--- config.mk ---
export PLATFORM = sky130hd
export DESIGN_NAME = dmem_selfcheck_ctrl
export DESIGN_NICKNAME = d
export VERILOG_FILES = /design/src/rtl/dmem_selfcheck_ctrl.sv
export SDC_FILE = /design/constraint.sdc
export NUM_CORES = 1
export LEC_CHECK = 0
export ABC_AREA = 1
export CORE_MARGIN = 1
export CORE_UTILIZATION = 45
export CTS_CLUSTER_DIAMETER = 30
export DETAILED_ROUTE_END_ITERATION = 8
export GPL_ROUTABILITY_DRIVEN = 0
export PLACE_DENSITY = 0.88
export SLEW_MARGIN = 20
export SYNTH_ARGS = -nofsm -noshare
export SYNTH_HDL_FRONTEND = slang
export SYNTH_SLANG_ARGS = --single-unit
--- constraint.sdc ---
create_clock -name CLK -period 1.8 [get_ports CLK]
set_clock_uncertainty 0.1 [all_clocks]
set_input_delay 0.54 -clock CLK [delete_from_list [all_inputs] [get_ports CLK]]
set_output_delay 0.54 -clock CLK [all_outputs]
set_load 0.05 [all_outputs]
--- src/rtl/dmem_selfcheck_ctrl.sv ---
// Self-check sequencer: watches the IF stream for a halt, then scans data memory
// through the console port and compares each word against an expected-value ROM.
module dmem_selfcheck_ctrl #(
  parameter int ADDR_W     = 11,
  parameter int WORD_W     = 32,
  parameter int LOOP_LIMIT = 49,
  parameter int NOP_LIMIT  = 8,
  parameter int CNT_W      = 16
) (
  input  logic              CLK,
  input  logic              nrst,
  input  logic              start_en,
  input  logic [31:0]       if_inst,
  input  logic [ADDR_W-1:0] last_addr,
  output logic [ADDR_W-1:0] con_addr,
  input  logic [WORD_W-1:0] con_out,
  output logic [ADDR_W-1:0] exp_addr,
  input  logic [WORD_W-1:0] exp_data,
  output logic              halted,
  output logic              scan_done,
  output logic              busy,
  output logic [CNT_W-1:0]  cycle_cnt,
  output logic [CNT_W-1:0]  pass_cnt,
  output logic [CNT_W-1:0]  fail_cnt,
  output logic              fail_valid,
  output logic [ADDR_W-1:0] fail_addr,
  output logic [WORD_W-1:0] fail_actual,
  output logic [WORD_W-1:0] fail_expected
);

  localparam int RUN_MAX = (LOOP_LIMIT > NOP_LIMIT) ? LOOP_LIMIT : NOP_LIMIT;
  localparam int RUN_W   = $clog2(RUN_MAX + 1);
  localparam logic [CNT_W-1:0] CNT_MAX = '1;

  typedef enum logic [2:0] {
    S_IDLE,
    S_MONITOR,
    S_SCAN,
    S_DRAIN,
    S_DONE
  } state_t;

  state_t             r_state;
  logic [31:0]        r_lastInst;
  logic [RUN_W-1:0]   r_sameRun;
  logic [RUN_W-1:0]   r_nopRun;
  logic [ADDR_W-1:0]  r_conAddr;
  logic [ADDR_W-1:0]  r_cmpAddr;
  logic               r_cmpValid;
  logic               r_halted;
  logic               r_scanDone;
  logic               r_busy;
  logic [CNT_W-1:0]   r_cycleCnt;
  logic [CNT_W-1:0]   r_passCnt;
  logic [CNT_W-1:0]   r_failCnt;
  logic               r_failValid;
  logic [ADDR_W-1:0]  r_failAddr;
  logic [WORD_W-1:0]  r_failActual;
  logic [WORD_W-1:0]  r_failExpected;

  logic w_isNop;
  logic w_sameInst;
  logic w_halt;
  logic w_match;

  // Both the compressed (c.nop) and the base-ISA (addi x0,x0,0) encodings count as NOP.
  assign w_isNop    = (if_inst[15:0] == 16'h0001) || (if_inst == 32'h0000_0013);
  assign w_sameInst = (if_inst == r_lastInst);
  assign w_halt     = (r_sameRun == RUN_W'(LOOP_LIMIT)) || (r_nopRun == RUN_W'(NOP_LIMIT));
  assign w_match    = (con_out == exp_data);

  always_ff @(posedge CLK) begin
    if (!nrst) begin
      r_state        <= S_IDLE;
      r_lastInst     <= '0;
      r_sameRun      <= '0;
      r_nopRun       <= '0;
      r_conAddr      <= '0;
      r_cmpAddr      <= '0;
      r_cmpValid     <= 1'b0;
      r_halted       <= 1'b0;
      r_scanDone     <= 1'b0;
      r_busy         <= 1'b0;
      r_cycleCnt     <= '0;
      r_passCnt      <= '0;
      r_failCnt      <= '0;
      r_failValid    <= 1'b0;
      r_failAddr     <= '0;
      r_failActual   <= '0;
      r_failExpected <= '0;
    end else begin
      r_failValid <= 1'b0;
      r_cmpValid  <= 1'b0;

      // Compare stage: console and ROM data belong to the address issued last cycle.
      if (r_cmpValid) begin
        if (w_match) begin
          if (r_passCnt != CNT_MAX) r_passCnt <= r_passCnt + 1'b1;
        end else begin
          if (r_failCnt != CNT_MAX) r_failCnt <= r_failCnt + 1'b1;
          r_failValid <= 1'b1;
          if (r_failCnt == '0) begin
            r_failAddr     <= r_cmpAddr;
            r_failActual   <= con_out;
            r_failExpected <= exp_data;
          end
        end
      end

      case (r_state)
        S_IDLE: begin
          if (start_en) begin
            r_state        <= S_MONITOR;
            r_busy         <= 1'b1;
            r_lastInst     <= '0;
            r_sameRun      <= '0;
            r_nopRun       <= '0;
            r_conAddr      <= '0;
            r_halted       <= 1'b0;
            r_scanDone     <= 1'b0;
            r_cycleCnt     <= '0;
            r_passCnt      <= '0;
            r_failCnt      <= '0;
            r_failAddr     <= '0;
            r_failActual   <= '0;
            r_failExpected <= '0;
          end
        end
        S_MONITOR: begin
          if (r_cycleCnt != CNT_MAX) r_cycleCnt <= r_cycleCnt + 1'b1;
          if (w_halt) begin
            r_halted  <= 1'b1;
            r_state   <= S_SCAN;
            r_conAddr <= '0;
          end else if (w_sameInst) begin
            r_sameRun <= r_sameRun + 1'b1;
            if (w_isNop) r_nopRun <= r_nopRun + 1'b1;
          end else begin
            r_lastInst <= if_inst;
            r_sameRun  <= '0;
            r_nopRun   <= '0;
          end
        end
        S_SCAN: begin
          r_cmpValid <= 1'b1;
          r_cmpAddr  <= r_conAddr;
          if (r_conAddr >= last_addr) begin
            r_state <= S_DRAIN;
          end else begin
            r_conAddr <= r_conAddr + 1'b1;
          end
        end
        S_DRAIN: begin
          r_state    <= S_DONE;
          r_scanDone <= 1'b1;
          r_busy     <= 1'b0;
        end
        S_DONE: begin
          if (!start_en) begin
            r_state   <= S_IDLE;
            r_conAddr <= '0;
          end
        end
        default: r_state <= S_IDLE;
      endcase
    end
  end

  assign con_addr      = r_conAddr;
  assign exp_addr      = r_conAddr;
  assign halted        = r_halted;
  assign scan_done     = r_scanDone;
  assign busy          = r_busy;
  assign cycle_cnt     = r_cycleCnt;
  assign pass_cnt      = r_passCnt;
  assign fail_cnt      = r_failCnt;
  assign fail_valid    = r_failValid;
  assign fail_addr     = r_failAddr;
  assign fail_actual   = r_failActual;
  assign fail_expected = r_failExpected;

endmodule

==> impl_results.md, run 1 <==
* IO Pins at 259
* Log Error: [ERROR GRT-0232] Routing congestion too high. Check the congestion heatmap in the GUI.
* Main synth FF type: dfxtp_1
* XOR/XNOR share of the synthesized area at 5.142%
* CTS max path bufs at 2
* Simple-Gate Fraction of Synth Area at 31.43%
* Status: stopped before the end
* Synth Area in Adders at 2.369%
* Area share of the largest cell type after synthesis at 37.34%
* Ys async rst share at 0%
* Fail Step: global routing
* Sequential share of the synthesized area at 37.34%
* Root Driver: clkbuf_16
* Top cells by area, synth: dfxtp_1 (37%), nand2_1 (12%), nor2_1 (7.9%)
* Port Buffer Count at 258
* Detailed Place HPWL at 28.67 mm
* #FFs+latches synth at 197
* Chip width at 155.2 um
* Cell Rows at 55
* Mean Syn Cell Area at 6.693 um^2
* All-Layer GR Usage at 70.87%
* Initial antenna violation count at 16
* Netlist Area Pre-Place at 0.01056 mm^2
* Largest net degree at the start of global routing at 64
* Placed cells at 2265
* GRT Residual Overflow at 6
* Fraction of the mapped netlist area in compound gates at 13.21%
* Number of synthesized flops with an enable pin at 0
* CTS Buf Count at 17
* Area leader, netlist: dfxtp_1
* Die height at 155.2 um
* Post-GRT worst EP: fail_actual[10]$_SDFF_PN0_/D
* Syn Nets at 1708
* Worst ep type: register input
* Main combinational cell family by area after synthesis: simple AND/OR/NAND/NOR gates
* Synth unique cells at 43
* H-tree level count at 4
* Syn Inst Count at 1578
* Initial core utilization at 46.23%
* Num Clock Sinks at 197
* Warnings, synthesis at 0
* Fraction of synthesized area in multiplexers at 0%
-- per-stage QoR --
stage | utilization (%) | cell area [um^2] | hold slack, ps | setup WS [ps] | TNS (ps)
2_1_floorplan | - | 11030 | 348.5 | -48.76 | -408.2
3_3_place_gp | 72.44 | 16550 | 347.7 | -950.0 | -127410
3_5_place_dp | 72.44 | 16550 | 367.2 | -1087 | -144600
4_1_cts | 78.71 | 17980 | 249.9 | -150.7 | -8925
-- cell usage after synthesis, types with 8 or more instances --
library cell and number:
nand2_1 351, nor2_1 221, dfxtp_1 197, inv_1 174, a21oi_1 129, nand3_1 94
o21ai_0 64, o21ai_1 61, nand4_1 33, xnor2_1 31, xor2_1 31, clkbuf_1 28
nor3_1 22, buf_2 21, ha_1 20, buf_4 16, inv_2 8
-- layer usage --
| metal | overflow | GRT usage (%) |
|---|---|---|
| met1 | 0 | 70.97 |
| met2 | 2 | 84.36 |
| met3 | 0 | 60.19 |
| met4 | 4 | 63.63 |
| met5 | 0 | 50.93 |
-- repair_timing --
item / 4_1_cts
cloned: 7
hold buffers: 0
setup buffers: 31
resized for setup: 554
endpoints found under the setup margin: 175
pin swaps: 115
-- kinds of logic after synthesis --
group / count (synthesis)
fa+ha+maj: 20
buf+inv: 260
simple gates: 771
compound gates: 268
flops: 197
xor+xnor: 62
==> run 2, diff against run 1 <==
Settings changed: CORE_UTILIZATION 45 to 30, CTS_CLUSTER_DIAMETER 30 to not set, PLACE_DENSITY 0.88 to not set, PLACE_DENSITY_LB_ADDON set to 0.15.
Clock period 1.8 ns to 2.3 ns, I/O delays scaled along.
==> run 2 against run 1 <==
The flow now finishes without violations; synthesized cell count stayed put; area after synthesis did not move.
==> impl_results.md, run 2 <==
* Status: completed
* Initial core utilization at 30.50%
* #FFs+latches synth at 197
* Die height at 189.6 um
* Slowest cell on crit path: clkdlybuf4s50_1
* FMAX at 0.4520 GHz
* Buf+Inv Stages, Crit Path at 3
* Hold-fix buffers, CTS at 0
* Worst-path cell chain: clkdlybuf4s50_1 > inv_1 > ha_1 > a21oi_1 > o21ai_1 > a21oi_2 > nand2_1 > nand2_2 > nand2_4 > buf_4 > o21ai_0 > a21oi_1
* Most frequent cell after synthesis: nand2_1
* DRT iter0 DRCs at 503
* Syn Inst Count at 1578
* CTS tree: yes
* Worst Path Arrival at 2460 ps
* Chip width at 189.6 um
* Unrepaired setup endpoints after global routing: true
* Fillers at 3655
* Final worst path period need at 2213 ps
* Ys async rst share at 0%
* Most frequent CP cell: a21oi_1
* Hold_sp: scan_done$_SDFFE_PN0P_
* Critical Path RT at 2540 ps
* Max Slew Vio Count at 0
* Clk slew on worst S/H paths at 80 ps
* Num Clock Sinks at 197
* Leakage at 7.222 nW
* Detailed Place HPWL at 25.40 mm
* CTS max path bufs at 2
* Slew HR at 65.57%
* # nets final at 2063
* Cell Rows at 68
* Fraction of synthesized area in multiplexers at 0%
* Fin. Hold Viols at 0
* ANT nets after route at 0
* Area grow syn2layout at 43.61%
* Warnings, synthesis at 0
* Area leader, netlist: dfxtp_1
* Max-cap check violation count at 0
* Commonest cells in the netlist: nand2_1 (351), nor2_1 (221), dfxtp_1 (197), inv_1 (174), a21oi_1 (129)
* Slowest stage delay, CP at 450 ps
* Core area at 0.03463 mm^2
* Crit path launch type: primary input
* Vias in the first global route at 10320
* Critical R2R Capture: fail_cnt[4]$_SDFF_PN0_
* Reg-to-reg slack, setup at 230 ps
* H-tree level count at 4
* Critical path endpoint category: flop
* WL/cell at 14.13 um
* Via count at 11070
* IO Pins at 259
* Reg-to-Reg Start: fail_cnt[1]$_SDFF_PN0_
* Initial antenna violation count at 2
* Hold WS at 372.6 ps
* Largest net degree at the start of global routing at 76
* Layout cell share with drive strength beyond 1 at 19.01%
* Final setup fails at 0
* Syn Nets at 1708
* Main synth FF type: dfxtp_1
* Critical path peak fanout at 5
* Netlist Area Pre-Place at 0.01056 mm^2
* All-Layer GR Usage at 18.87%
* Overall routed net length at 33.95 mm
* Setup_tns at 0 ps
* Simple-Gate Fraction of Synth Area at 31.43%
* DR DRC count at 0
* Top cells by area, synth: dfxtp_1 (37%), nand2_1 (12%), nor2_1 (7.9%)
* Worst-Skew Late Latency at 450 ps
* First-pass GRT wire length at 54.03 mm
* Sequential share of the synthesized area at 37.34%
* GRT Residual Overflow at 0
* Worst slew pin tran at 518.6 ps
* Hold EP: scan_done$_SDFFE_PN0P_
* Min-Delay Path Class: reg2reg
* Commonest non-fill, non-tap cell in the layout: nand2_1
* Period utilisation layout at 96.20%
* Pwr dens at 587.6 mW/mm^2
* Vias/cell at 4.605
* Number of synthesized flops with an enable pin at 0
* Root Driver: clkbuf_16
* Delay-heaviest family, CP: buffers and inverters
* Mean Syn Cell Area at 6.693 um^2
* Reg2Reg Depth at 11
* Setup CP Type: in2reg
* Area share of the largest cell type after synthesis at 37.34%
* Hold path cells at 2
* Most frequent cells in the layout: nand2_1 (339), buf_4 (242), nor2_1 (217)
* CTS Buf Count at 17
* Die Area at 0.03596 mm^2
* Worst vdd ir at 0.5457 mV
* XOR/XNOR share of the synthesized area at 5.142%
* Fraction of the mapped netlist area in compound gates at 13.21%
* Synth unique cells at 43
* Port Buffer Count at 258
* Main combinational cell family by area after synthesis: simple AND/OR/NAND/NOR gates
* Synth Area in Adders at 2.369%
* DR pass1 iterations at 5
-- run 2: cell counts after synthesis --
No cell type changed its count.
-- run 2: worst max path at each step --
stage                                 startpoint                       end  slack, ps  cells after the start
after global placement               con_out[12]    pass_cnt[7]$_SDFF_PN0_       -570                     16
after CTS                            con_out[20]    pass_cnt[6]$_SDFF_PN0_         -2                     15
after detailed placement             con_out[12]    pass_cnt[2]$_SDFF_PN0_       -570                     16
after global routing                last_addr[6]  con_addr[6]$_SDFFE_PN0P_        -50                     16
final                              last_addr[10]  con_addr[0]$_SDFFE_PN0P_         90                     12
after floorplan           pass_cnt[0]$_SDFF_PN0_    pass_cnt[0]$_SDFF_PN0_         60                      9
-- run 2: area by class of cell --
class | instances | area, um^2 | area share [%]
multi-input cells | 1121 | 5640 | 37.19
flip-flops and latches | 197 | 3944 | 26.00
repair buffers | 408 | 3697 | 24.38
inverters | 188 | 713.2 | 4.702
well taps | 455 | 569.3 | 3.754
clock buffers | 24 | 511.7 | 3.374
clock inverters | 8 | 86.33 | 0.5692
diodes | 2 | 5.005 | 0.03300
-- run 2: repair_timing --
action | 4_1_cts | 5_1_grt
setup endpoints to repair | 122 | 119
hold endpoints to repair | 0 | 0
gates cloned | 1 | 0
buffers inserted | 1 | 1
resized for setup | 64 | 88
pin swaps | 6 | 25
-- run 2: layer usage --
layer / up-vias / wire, um / GRT usage, %
li1: 5768 / - / -
met1: 4998 / 16150 / 25.29
met2: 264 / 15640 / 30.78
met3: 36 / 1443 / 2.933
met4: 0 / 709 / 6.297
met5: - / 0 / 0
-- run 2: tightest hold or removal path, cell delays in order, from the launching register on --
cell	delay, ps
dfxtp_1	330
nand2_1	50
o21ai_0	50
-- run 2: cells by family (layout without fill, tap and decap cells) --
group / after synthesis / in the layout
AO/OA/AOI/OAI: 268 / 268
XOR/XNOR: 62 / 62
adder cells (fa/ha/maj): 20 / 20
buffers and inverters: 260 / 628
flip-flops: 197 / 197
other: 0 / 2
AND/OR/NAND/NOR: 771 / 771
-- run 2: power by group --
part / total (mW) / switching [mW] / internal [mW]
logic: 2.13 / 1.25 / 0.876
registers: 3.68 / 0.107 / 3.58
clock network: 3.10 / 1.42 / 1.68
-- run 2: metrics by stage --
stage,power [mW],utilization (%),setup slack (ps),std cells,cell area (um^2)
after CTS,9.007,43.08,-1.586,2400,14920
final,8.912,43.80,87.48,2403,15170
after global routing,9.390,43.80,-52.87,2403,15170
after floorplan,4.944,-,56.81,1578,10560
after detailed placement,5.893,41.29,-569.7,2366,14300
after global placement,5.882,41.29,-569.4,2366,14300
Power figures use the tool's default switching activity.
==> run 3, diff against run 2 <==
Settings changed: CTS_CLUSTER_SIZE set to 40.
==> results of run 3 <==
The final DEF is identical to that of run 2; final timing and power are the same.
==> run 4, diff against run 3 <==
Settings changed: CORE_MARGIN 1 to 3.
==> run 4 against run 3 <==
Via count is essentially flat; fmax is essentially flat; final cell count is essentially flat; critical path depth grew 1.
==> impl_results.md, run 4 (synthesized netlist as in run 2, its figures left out) <==
* Hold-fix buffers, CTS at 0
* Root Driver: clkbuf_16
* Worst-path cell chain: clkdlybuf4s50_1 > inv_1 > ha_1 > a21oi_1 > o21ai_1 > a21oi_2 > nand2_1 > nand2_2 > nand2_4 > buf_4 > o21ai_2 > inv_1 > a21oi_2
* Critical path origin: last_addr[10]
* Final setup fails at 0
* Initial antenna violation count at 3
* Detailed Place HPWL at 26.05 mm
* Vias/cell at 4.603
* Hold path cells at 2
* # nets final at 2064
* DR pass1 iterations at 5
* Port Buffer Count at 258
* Worst vdd ir at 0.5827 mV
* Area grow syn2layout at 43.57%
* Buf+Inv Stages, Crit Path at 4
* Slowest stage delay, CP at 450 ps
* All-Layer GR Usage at 17.90%
* Period utilisation layout at 96.20%
* First-pass GRT wire length at 55.26 mm
* Worst setup path end: con_addr[3]$_SDFFE_PN0P_
* Critical path endpoint category: flop
* DRT iter0 DRCs at 531
* FMAX at 0.4520 GHz
* IO Pins at 259
* Cell depth of the worst setup path at 13
* Die height at 193.6 um
* Delay-heaviest family, CP: buffers and inverters
* CTS tree: yes
* DR DRC count at 0
* H-tree level count at 4
* CTS Buf Count at 17
* Layout cell share with drive strength beyond 1 at 18.90%
* Setup CP Type: in2reg
* Status: completed
* Commonest non-fill, non-tap cell in the layout: nand2_1
* Largest net degree at the start of global routing at 76
* Max-cap check violation count at 0
* Num Clock Sinks at 197
* Worst Path Arrival at 2500 ps
* Reg-to-Reg Start: pass_cnt[0]$_SDFF_PN0_
* Initial core utilization at 30.50%
* Die Area at 0.03749 mm^2
* ANT nets after route at 0
* GRT Residual Overflow at 0
* Fin. Hold Viols at 0
* Most frequent cells in the layout: nand2_1 (341), buf_4 (241), nor2_1 (213)
* Chip width at 193.6 um
* Pwr dens at 583.2 mW/mm^2
* Clk slew on worst S/H paths at 70 ps
* Core area at 0.03463 mm^2
* Crit path launch type: primary input
* Slowest cell on crit path: clkdlybuf4s50_1
* Slew HR at 65.25%
* Via count at 11070
* WL/cell at 14.19 um
* Setup_tns at 0 ps
* Critical R2R Capture: pass_cnt[15]$_SDFF_PN0_
* Leakage at 7.215 nW
* Vias in the first global route at 10530
* Reg-to-reg slack, setup at 220 ps
* Min-Delay Path Class: reg2reg
* Critical path peak fanout at 5
* Critical Path RT at 2590 ps
* Worst slew pin tran at 516.4 ps
* Final worst path period need at 2213 ps
* Cell Rows at 68
* Overall routed net length at 34.13 mm
* Worst-Skew Late Latency at 450 ps
* PnR Total Power at 8.842 mW
* Unrepaired setup endpoints after global routing: false
* Max Slew Vio Count at 0
* CTS max path bufs at 2
* Reg2Reg Depth at 9
run 4: cell types whose count changed in the layout (fill, tap and decap cells not counted), moves of 3 or more:
cell,change
nor2_2,+3
clkbuf_8,-5
buf_12,+3
inv_6,-3
nor2_1,-4
clkinvlp_4,+3
run 4: how the worst min path moves through the flow:
stage | from | to
floorplan | r_lastInst[17]$_SDFFE_PN0P_ | r_lastInst[17]$_SDFFE_PN0P_
global placement | fail_expected[19]$_SDFF_PN0_ | fail_expected[19]$_SDFF_PN0_
detailed placement | busy$_SDFFE_PN0P_ | busy$_SDFFE_PN0P_
CTS | busy$_SDFFE_PN0P_ | busy$_SDFFE_PN0P_
global route | busy$_SDFFE_PN0P_ | busy$_SDFFE_PN0P_
finish | r_lastInst[10]$_SDFFE_PN0P_ | r_lastInst[10]$_SDFFE_PN0P_
run 4: area by class of cell:
type / instances / area [um^2]
fillers: 3637 / 19460
multi-input cells: 1121 / 5630
flip-flops and latches: 197 / 3944
repair buffers: 409 / 3725
inverters: 188 / 710.7
well taps: 455 / 569.3
clock buffers: 21 / 450.4
clock inverters: 11 / 126.4
diodes: 3 / 7.507
run 4: worst min-delay path: stages, from the launching register on:
cell and delay [ps]:
dfxtp_1 310, inv_1 60, o21ai_1 60
run 4: what timing repair did:
action | CTS | global route
endpoints found under the setup margin | 107 | 150
pin swaps | 8 | 28
resized for setup | 66 | 83
buffers inserted | 0 | 2
run 4: report_power, final:
part	leakage (nW)	switching, mW	internal, mW	total (mW)
clock network	0.270	1.39	1.63	3.03
registers	1.59	0.106	3.58	3.68
logic	5.35	1.25	0.884	2.13
run 4: metrics by stage:
step / cells / hold WS [ps] / area (um^2) / setup WS [ps] / utilization (%)
2_1_floorplan: 1578 / 349.8 / 10560 / 56.81 / -
3_3_place_gp: 2368 / 360.9 / 14350 / -732.5 / 41.44
3_5_place_dp: 2368 / 362.7 / 14350 / -701.6 / 41.44
4_1_cts: 2400 / 374.9 / 14920 / -9.448 / 43.10
5_1_grt: 2405 / 393.9 / 15160 / 6.599 / 43.79
6_report: 2405 / 375.6 / 15160 / 87.42 / 43.79
run 4: metal layers:
metal | global-route usage [%] | vias to the layer above | share of wire (%)
li1 | - | 5772 | -
met1 | 24.16 | 5032 | 47
met2 | 29.71 | 243 | 47
met3 | 2.867 | 23 | 4.4
met4 | 5.063 | 0 | 1.5
met5 | 0 | - | 0
